File: config.mk
export PLATFORM = sky130hd
export DESIGN_NAME = instruction_encoder_flat
export DESIGN_NICKNAME = d
export VERILOG_FILES = /design/src/rtl/instruction_encoder_if.sv /design/src/rtl/instruction_encoder.sv /design/src/flat_wrapper.sv
export SDC_FILE = /design/constraint.sdc
export NUM_CORES = 1
export LEC_CHECK = 0
export ABC_AREA = 1
export CORE_MARGIN = 5
export CORE_UTILIZATION = 53
export DETAILED_ROUTE_END_ITERATION = 8
export GPL_TIMING_DRIVEN = 0
export PLACE_DENSITY = 0.81
export SLEW_MARGIN = 20
export SYNTH_ARGS = -nofsm -noshare
export SYNTH_HDL_FRONTEND = slang
export SYNTH_SLANG_ARGS = --single-unit
File: constraint.sdc
create_clock -name clk -period 2.6 [get_ports clk]
set_input_delay 0.26 -clock clk [delete_from_list [all_inputs] [get_ports clk]]
set_output_delay 0.26 -clock clk [all_outputs]
set_load 0.01 [all_outputs]
File: src/rtl/instruction_encoder_if.sv
// Request/response bus of the instruction encoder: encode requests in, encoded words out.
// Carries valid/ready handshakes for both directions plus the address-counter load.
// slave modport is the encoder's view; master modport is the requester/consumer view.
interface instruction_encoder_if;
   logic        in_valid;
   logic        in_ready;
   logic [1:0]  in_format;
   logic [6:0]  opcode;
   logic [2:0]  funct3;
   logic [4:0]  rd;
   logic [4:0]  rs1;
   logic [4:0]  rs2;
   logic [63:0] imm;
   logic        addr_load;
   logic [63:0] base_addr;
   logic        out_valid;
   logic        out_ready;
   logic [31:0] out_instr;
   logic [63:0] out_addr;
   logic        out_err;

   modport slave (
      input  in_valid, in_format, opcode, funct3, rd, rs1, rs2, imm,
      input  addr_load, base_addr, out_ready,
      output in_ready, out_valid, out_instr, out_addr, out_err
   );

   modport master (
      output in_valid, in_format, opcode, funct3, rd, rs1, rs2, imm,
      output addr_load, base_addr, out_ready,
      input  in_ready, out_valid, out_instr, out_addr, out_err
   );
endinterface

File: src/rtl/instruction_encoder.sv
// Encodes I/S/B requests into 32-bit words tagged with a running +4 word address; optional IMM_RANGE_CHECK_EN flags out-of-range immediates.
// Latency 1: an entry accepted at edge N appears on out_* after edge N when the buffer was empty.
// 2-entry buffer; in_ready drops while both entries are held and out_* stay frozen until out_ready.
module instruction_encoder (
   input  logic                  clk,
   input  logic                  rst_n,
   instruction_encoder_if.slave  bus
);

   typedef struct packed {
      logic [31:0] instr;
      logic [63:0] addr;
      logic        err;
   } entry_t;

   localparam logic [31:0] NOP_WORD = 32'h0000_0013;

   entry_t      fifo_q [2];
   logic [1:0]  count_q, count_d;
   logic        rd_ptr_q, wr_ptr_q;
   logic [63:0] addr_q, addr_d;
   logic [63:0] push_addr;
   logic [31:0] enc_instr;
   logic        enc_err;
   logic        imm_bad;
   logic        push, pop;
   entry_t      head;

`ifdef IMM_RANGE_CHECK_EN
   logic signed [63:0] imm_s;
   logic               is_fit, b_fit;
   assign imm_s   = $signed(bus.imm);
   assign is_fit  = (imm_s >= -64'sd2048) && (imm_s <= 64'sd2047);
   assign b_fit   = (imm_s >= -64'sd4096) && (imm_s <= 64'sd4094) && !bus.imm[0];
   assign imm_bad = (bus.in_format == 2'd2) ? !b_fit : !is_fit;
`else
   assign imm_bad = 1'b0;
`endif

   // Field packing per format; the word is always built from truncated immediate bits
   always_comb begin
      enc_instr = NOP_WORD;
      enc_err   = 1'b1;
      case (bus.in_format)
         2'd0: begin
            enc_instr = {bus.imm[11:0], bus.rs1, bus.funct3, bus.rd, bus.opcode};
            enc_err   = imm_bad;
         end
         2'd1: begin
            enc_instr = {bus.imm[11:5], bus.rs2, bus.rs1, bus.funct3, bus.imm[4:0], bus.opcode};
            enc_err   = imm_bad;
         end
         2'd2: begin
            enc_instr = {bus.imm[12], bus.imm[10:5], bus.rs2, bus.rs1, bus.funct3,
                         bus.imm[4:1], bus.imm[11], bus.opcode};
            enc_err   = imm_bad;
         end
         default: begin
            enc_instr = NOP_WORD;
            enc_err   = 1'b1;
         end
      endcase
   end

   // Handshakes come straight from the registered occupancy so in_ready has no input path
   assign bus.in_ready  = (count_q != 2'd2);
   assign bus.out_valid = (count_q != 2'd0);
   assign push          = bus.in_valid & bus.in_ready;
   assign pop           = bus.out_valid & bus.out_ready;
   assign head          = fifo_q[rd_ptr_q];

   assign bus.out_instr = bus.out_valid ? head.instr : 32'd0;
   assign bus.out_addr  = bus.out_valid ? head.addr  : 64'd0;
   assign bus.out_err   = bus.out_valid ? head.err   : 1'b0;

   // A same-cycle load wins over the counter so the pushed entry takes base_addr
   always_comb begin
      push_addr = bus.addr_load ? bus.base_addr : addr_q;
      addr_d    = addr_q;
      if (push)
         addr_d = push_addr + 64'd4;
      else if (bus.addr_load)
         addr_d = bus.base_addr;
      count_d = count_q + {1'b0, push} - {1'b0, pop};
   end

   // Buffer storage, pointers, occupancy and address counter
   always_ff @(posedge clk or negedge rst_n) begin
      if (!rst_n) begin
         fifo_q[0] <= '0;
         fifo_q[1] <= '0;
         count_q   <= 2'd0;
         rd_ptr_q  <= 1'b0;
         wr_ptr_q  <= 1'b0;
         addr_q    <= 64'd0;
      end else begin
         if (push) begin
            fifo_q[wr_ptr_q] <= '{instr: enc_instr, addr: push_addr, err: enc_err};
            wr_ptr_q         <= ~wr_ptr_q;
         end
         if (pop)
            rd_ptr_q <= ~rd_ptr_q;
         count_q <= count_d;
         addr_q  <= addr_d;
      end
   end

endmodule

File: src/flat_wrapper.sv
// flat-port wrapper written by rule: the top's interface ports become plain ports
module instruction_encoder_flat 
  (clk, rst_n, bus_in_valid, bus_in_format, bus_opcode, bus_funct3, bus_rd, bus_rs1, bus_rs2, bus_imm, bus_addr_load, bus_base_addr, bus_out_ready, bus_in_ready, bus_out_valid, bus_out_instr, bus_out_addr, bus_out_err);
  instruction_encoder_if bus_i ();
  input  logic clk;
  input  logic rst_n;
  input wire logic [$bits(bus_i.in_valid)-1:0] bus_in_valid;
  input wire logic [$bits(bus_i.in_format)-1:0] bus_in_format;
  input wire logic [$bits(bus_i.opcode)-1:0] bus_opcode;
  input wire logic [$bits(bus_i.funct3)-1:0] bus_funct3;
  input wire logic [$bits(bus_i.rd)-1:0] bus_rd;
  input wire logic [$bits(bus_i.rs1)-1:0] bus_rs1;
  input wire logic [$bits(bus_i.rs2)-1:0] bus_rs2;
  input wire logic [$bits(bus_i.imm)-1:0] bus_imm;
  input wire logic [$bits(bus_i.addr_load)-1:0] bus_addr_load;
  input wire logic [$bits(bus_i.base_addr)-1:0] bus_base_addr;
  input wire logic [$bits(bus_i.out_ready)-1:0] bus_out_ready;
  output wire logic [$bits(bus_i.in_ready)-1:0] bus_in_ready;
  output wire logic [$bits(bus_i.out_valid)-1:0] bus_out_valid;
  output wire logic [$bits(bus_i.out_instr)-1:0] bus_out_instr;
  output wire logic [$bits(bus_i.out_addr)-1:0] bus_out_addr;
  output wire logic [$bits(bus_i.out_err)-1:0] bus_out_err;
  assign bus_i.in_valid = bus_in_valid;
  assign bus_i.in_format = bus_in_format;
  assign bus_i.opcode = bus_opcode;
  assign bus_i.funct3 = bus_funct3;
  assign bus_i.rd = bus_rd;
  assign bus_i.rs1 = bus_rs1;
  assign bus_i.rs2 = bus_rs2;
  assign bus_i.imm = bus_imm;
  assign bus_i.addr_load = bus_addr_load;
  assign bus_i.base_addr = bus_base_addr;
  assign bus_i.out_ready = bus_out_ready;
  assign bus_in_ready = bus_i.in_ready;
  assign bus_out_valid = bus_i.out_valid;
  assign bus_out_instr = bus_i.out_instr;
  assign bus_out_addr = bus_i.out_addr;
  assign bus_out_err = bus_i.out_err;
  instruction_encoder u_core (.clk(clk), .rst_n(rst_n), .bus(bus_i));
endmodule
==> impl_metrics.csv <==
group,metric,value,unit
place,dpl.hpwl,35490,um
timing,finalHoldViolations,0,
synth,synth-compound-area-share,13.68,%
timing,tns,0,ns
finish,diodes,0,
synth,netlist_area,13810,sq um
synth,async_flop_share,100.0,%
synth,yosys_register_bits,262,
place,io_buffers,206,
timing,fin_crit_sh,99.88,%
cts,cts_made_buffers,28,
finish,utilization,67.93,%
pwr,combinationalPowerShare,45.8,%
synth,synth_edf_count,0,
timing,report.final.slew_viol_count,0,
finish,final_cell_area,17550,sq um
pwr,p_per_area,1087,nW/um^2
floorplan,core,25840,sq um
critical_path,critPathTopFamily,"buffers and inverters",
synth,postSynthNetCount,2055,
grt,grt_max_degree,96,
cts,cts_max_level,1,
timing,setup_violations,0,
grt,grt.overflow.total,0,
synth,ys_seq_area_share,47.46,%
cts,cts_root_buffer,"clkbuf_16",
synth,yosysUniqueCellTypes,36,
place,gp_congestion,0.9662,
synth,yosysWarnings,0,
floorplan,die_area,29390,sq um
hold_path,worst_hold_path_type,"in2reg",
pwr,clkPwrFrac,21.7,%
timing,period_minus_slack,2.597,ns
timing,tightestPinTransition,0.9479,ns
finish,layout_commonest_cell,"nand2_1",
routing,first_pass_iters,6,
floorplan,io_pins,259,
routing,drtAntennaViolNets,0,
floorplan,num_rows,59,
grt,grt_pass1_vias,13650,
grt,grt_pass1_wl,73970,um
routing,vias_per_cell,5.533,
cts,clkTransAtPathRegs,0.06,ns
flow_run,cap_violations,0,
synth,syn_inst,1892,
synth,synthMuxAreaShare,0.07246,%
pwr,ir_worst_vdd,0.7394,mV
pwr,p_sw,7.598,mW
critical_path,setup.worst_path.end_class,"output port",
synth,ys.flop_type,"dfrtp_1",
critical_path,path_cells,"clkbuf_8, clkbuf_1, a21oi_1, clkdlybuf4s50_1",
place,pre_cts_slack,-0.8144,ns
cts,clockBufferDepth,3,
routing,wl,48300,um
finish,final_cell_mix,"662 x nand2_1, 261 x dfrtp_1, 237 x o21ai_0, 213 x inv_1, 137 x clkdlybuf4s50_1",
outcome,status,"finished clean",
pwr,pwr-share-seq,32.5,%
synth,synthAdderAreaFrac,0.2717,%
cts,cts.sinks,262,
timing,clock_skew,0.02925,ns
place,postPlaceCellArea,16350,sq um
finish,layout.nets,2299,
grt,antenna_found_initial,0,
critical_path,critical_path_class,"reg2out",
finish,fill_cells,2219,
critical_path,cp_slowest_cell,"clkdlybuf4s50_1",
synth,synth-simple-area-share,27.13,%
synth,synth_top_family_by_area,"simple AND/OR/NAND/NOR gates",
finish,area_delta_synth_final,27.06,%
pwr,leakagePower,8.817,nW
critical_path,max_stage_delay,0.51,ns
routing,vias,13790,
timing,setup_ws,0.003028,ns
grt,grt_use_total,32.00,%
timing,rsz0062_at_grt,"yes",
synth,postSynthAreaPerCell,7.301,sq um
floorplan,die_w,171.4,um
critical_path,required,2.34,ns
routing,drc,0,
critical_path,crit_buf_inv,3,
cts,clkLatencyLatePin,0.56,ns
pwr,switching_share,39.85,%
cts,cts_tree,"yes",
routing,drt_iter0_markers,1389,
timing,relSlewSlack,36.81,%
pwr,power,19.07,mW
pwr,cellInternalPower,11.47,mW
critical_path,cp.arrival,2.34,ns
finish,drive_gt1_share,8.480,%
synth,yosys.area_share.xor_xnor,2.156,%
floorplan,die_h,171.4,um
floorplan,start_util,53.46,%
timing,fmax,385.1,MHz
critical_path,worstPathMaxFanout,10,
critical_path,cp-start-kind,"register",
routing,wl_per_cell,19.38,um
## cells in the mapped netlist (3+ instances only)
| cell | n | area share (%) |
|---|---|---|
| buf_6 | 10 | 0.82 |
| ha_1 | 3 | 0.27 |
| nor2_1 | 116 | 3.2 |
| buf_1 | 5 | 0.14 |
| or2_2 | 3 | 0.14 |
| inv_1 | 213 | 5.8 |
| o21ai_0 | 237 | 8.6 |
| a21oi_1 | 98 | 3.6 |
| nor2_2 | 25 | 1.1 |
| buf_2 | 7 | 0.25 |
| nand4_1 | 21 | 0.95 |
| clkinv_1 | 6 | 0.16 |
| xnor2_1 | 3 | 0.19 |
| inv_2 | 3 | 0.082 |
| xor2_1 | 31 | 2.0 |
| nor2_4 | 5 | 0.41 |
| o21ai_2 | 8 | 0.51 |
| nand2_2 | 20 | 0.91 |
| nand2_1 | 662 | 18 |
| nand3_1 | 45 | 1.6 |
| clkbuf_1 | 63 | 1.7 |
| o21ai_1 | 24 | 0.87 |
| nor3_1 | 7 | 0.25 |
| dfrtp_1 | 262 | 47 |
## layout make-up
class	instances	area, sq um	area share (%)
Clock buffer	39	793.3	4.520
Sequential cell	262	6558	37.36
Timing Repair Buffer	214	2227	12.69
Inverter	223	849.6	4.841
Buffer	87	520.5	2.966
Clock inverter	13	151.4	0.8626
Multi-Input combinational cell	1319	6027	34.34
Timing Repair inverter	1	5.005	0.02852
Tap cell	335	419.2	2.388
## final timing paths
path | end | slack (ns) | startpoint | cells past startpoint
max reg2reg | u_core.fifo_q[131]$_DFFE_PN0P_ | 0.10 | u_core.count_q[0]$_DFF_PN0_ | 9
min reg2reg | u_core.fifo_q[188]$_DFFE_PN0P_ | 0.47 | u_core.fifo_q[188]$_DFFE_PN0P_ | 2
min | u_core.fifo_q[13]$_DFFE_PN0P_ | 0.17 | bus_addr_load | 4
max in group asynchronous | u_core.fifo_q[38]$_DFFE_PN0P_ | 1.44 | rst_n | 3
max | bus_out_addr[26] | 0.003 | u_core.rd_ptr_q$_DFFE_PN0P_ | 4
min in group asynchronous | u_core.fifo_q[2]$_DFFE_PN0P_ | 0.27 | rst_n | 2
## worst reg2reg max path, cell delays in order, from the launching register on
cell and delay, ns:
dfrtp_1 0.40, inv_1 0.09, nand2_1 0.09, nand2_1 0.27
nor2_4 0.13, inv_2 0.15, clkbuf_1 0.42, clkbuf_1 0.54
nand2_1 0.15, o21ai_0 0.15
## cell families (layout without fill, tap and decap cells)
kind of cell,count (synthesis),after routing
adder cells (fa/ha/maj),3,3
multiplexers,1,1
AND/OR/NAND/NOR,911,911
flip-flops,262,262
AO/OA/AOI/OAI,370,370
XOR/XNOR,34,34
buffers and inverters,311,577
## flip-flops by register name, indices dropped and copies added (netlist names)
signal,flops
u_core.addr_q,64
u_core.rd_ptr_q,1
u_core.fifo_q,194
u_core.wr_ptr_q,1
u_core.count_q,2
## stage by stage
stage               instances  hold slack [ns]
floorplan                1892         -0.03559
global placement         2433           0.4477
detailed placement       2435           0.2721
CTS                      2491           0.1644
global route             2493           0.1953
finish                   2493           0.1697
## repair_timing
item / 4_1_cts / 5_1_grt
resized for setup: 82 / 59
pin swaps: 1 / 0
gates cloned: 0 / 1
buffers inserted: 4 / 1
hold buffers: 1 / 0
endpoints found under the setup margin: 112 / 72
hold endpoints to repair: 73 / 0
## routing by layer
layer / GRT usage, % / share of wire (%)
met1: 44.22 / 42
met3: 4.666 / 8.4
met2: 52.64 / 47
met5: 0 / 0
met4: 9.817 / 2.7
## power groups by stage
stage	Combinational [mW]	Clock [mW]	Sequential, mW
6_report	8.73	4.14	6.20
5_1_grt	9.54	4.32	6.33
4_1_cts	8.74	4.14	6.16
3_5_place_dp	8.63	0	6.24
3_3_place_gp	8.48	0	6.20
2_1_floorplan	4.47	0	6.03
(Power assumes the default switching activity.)
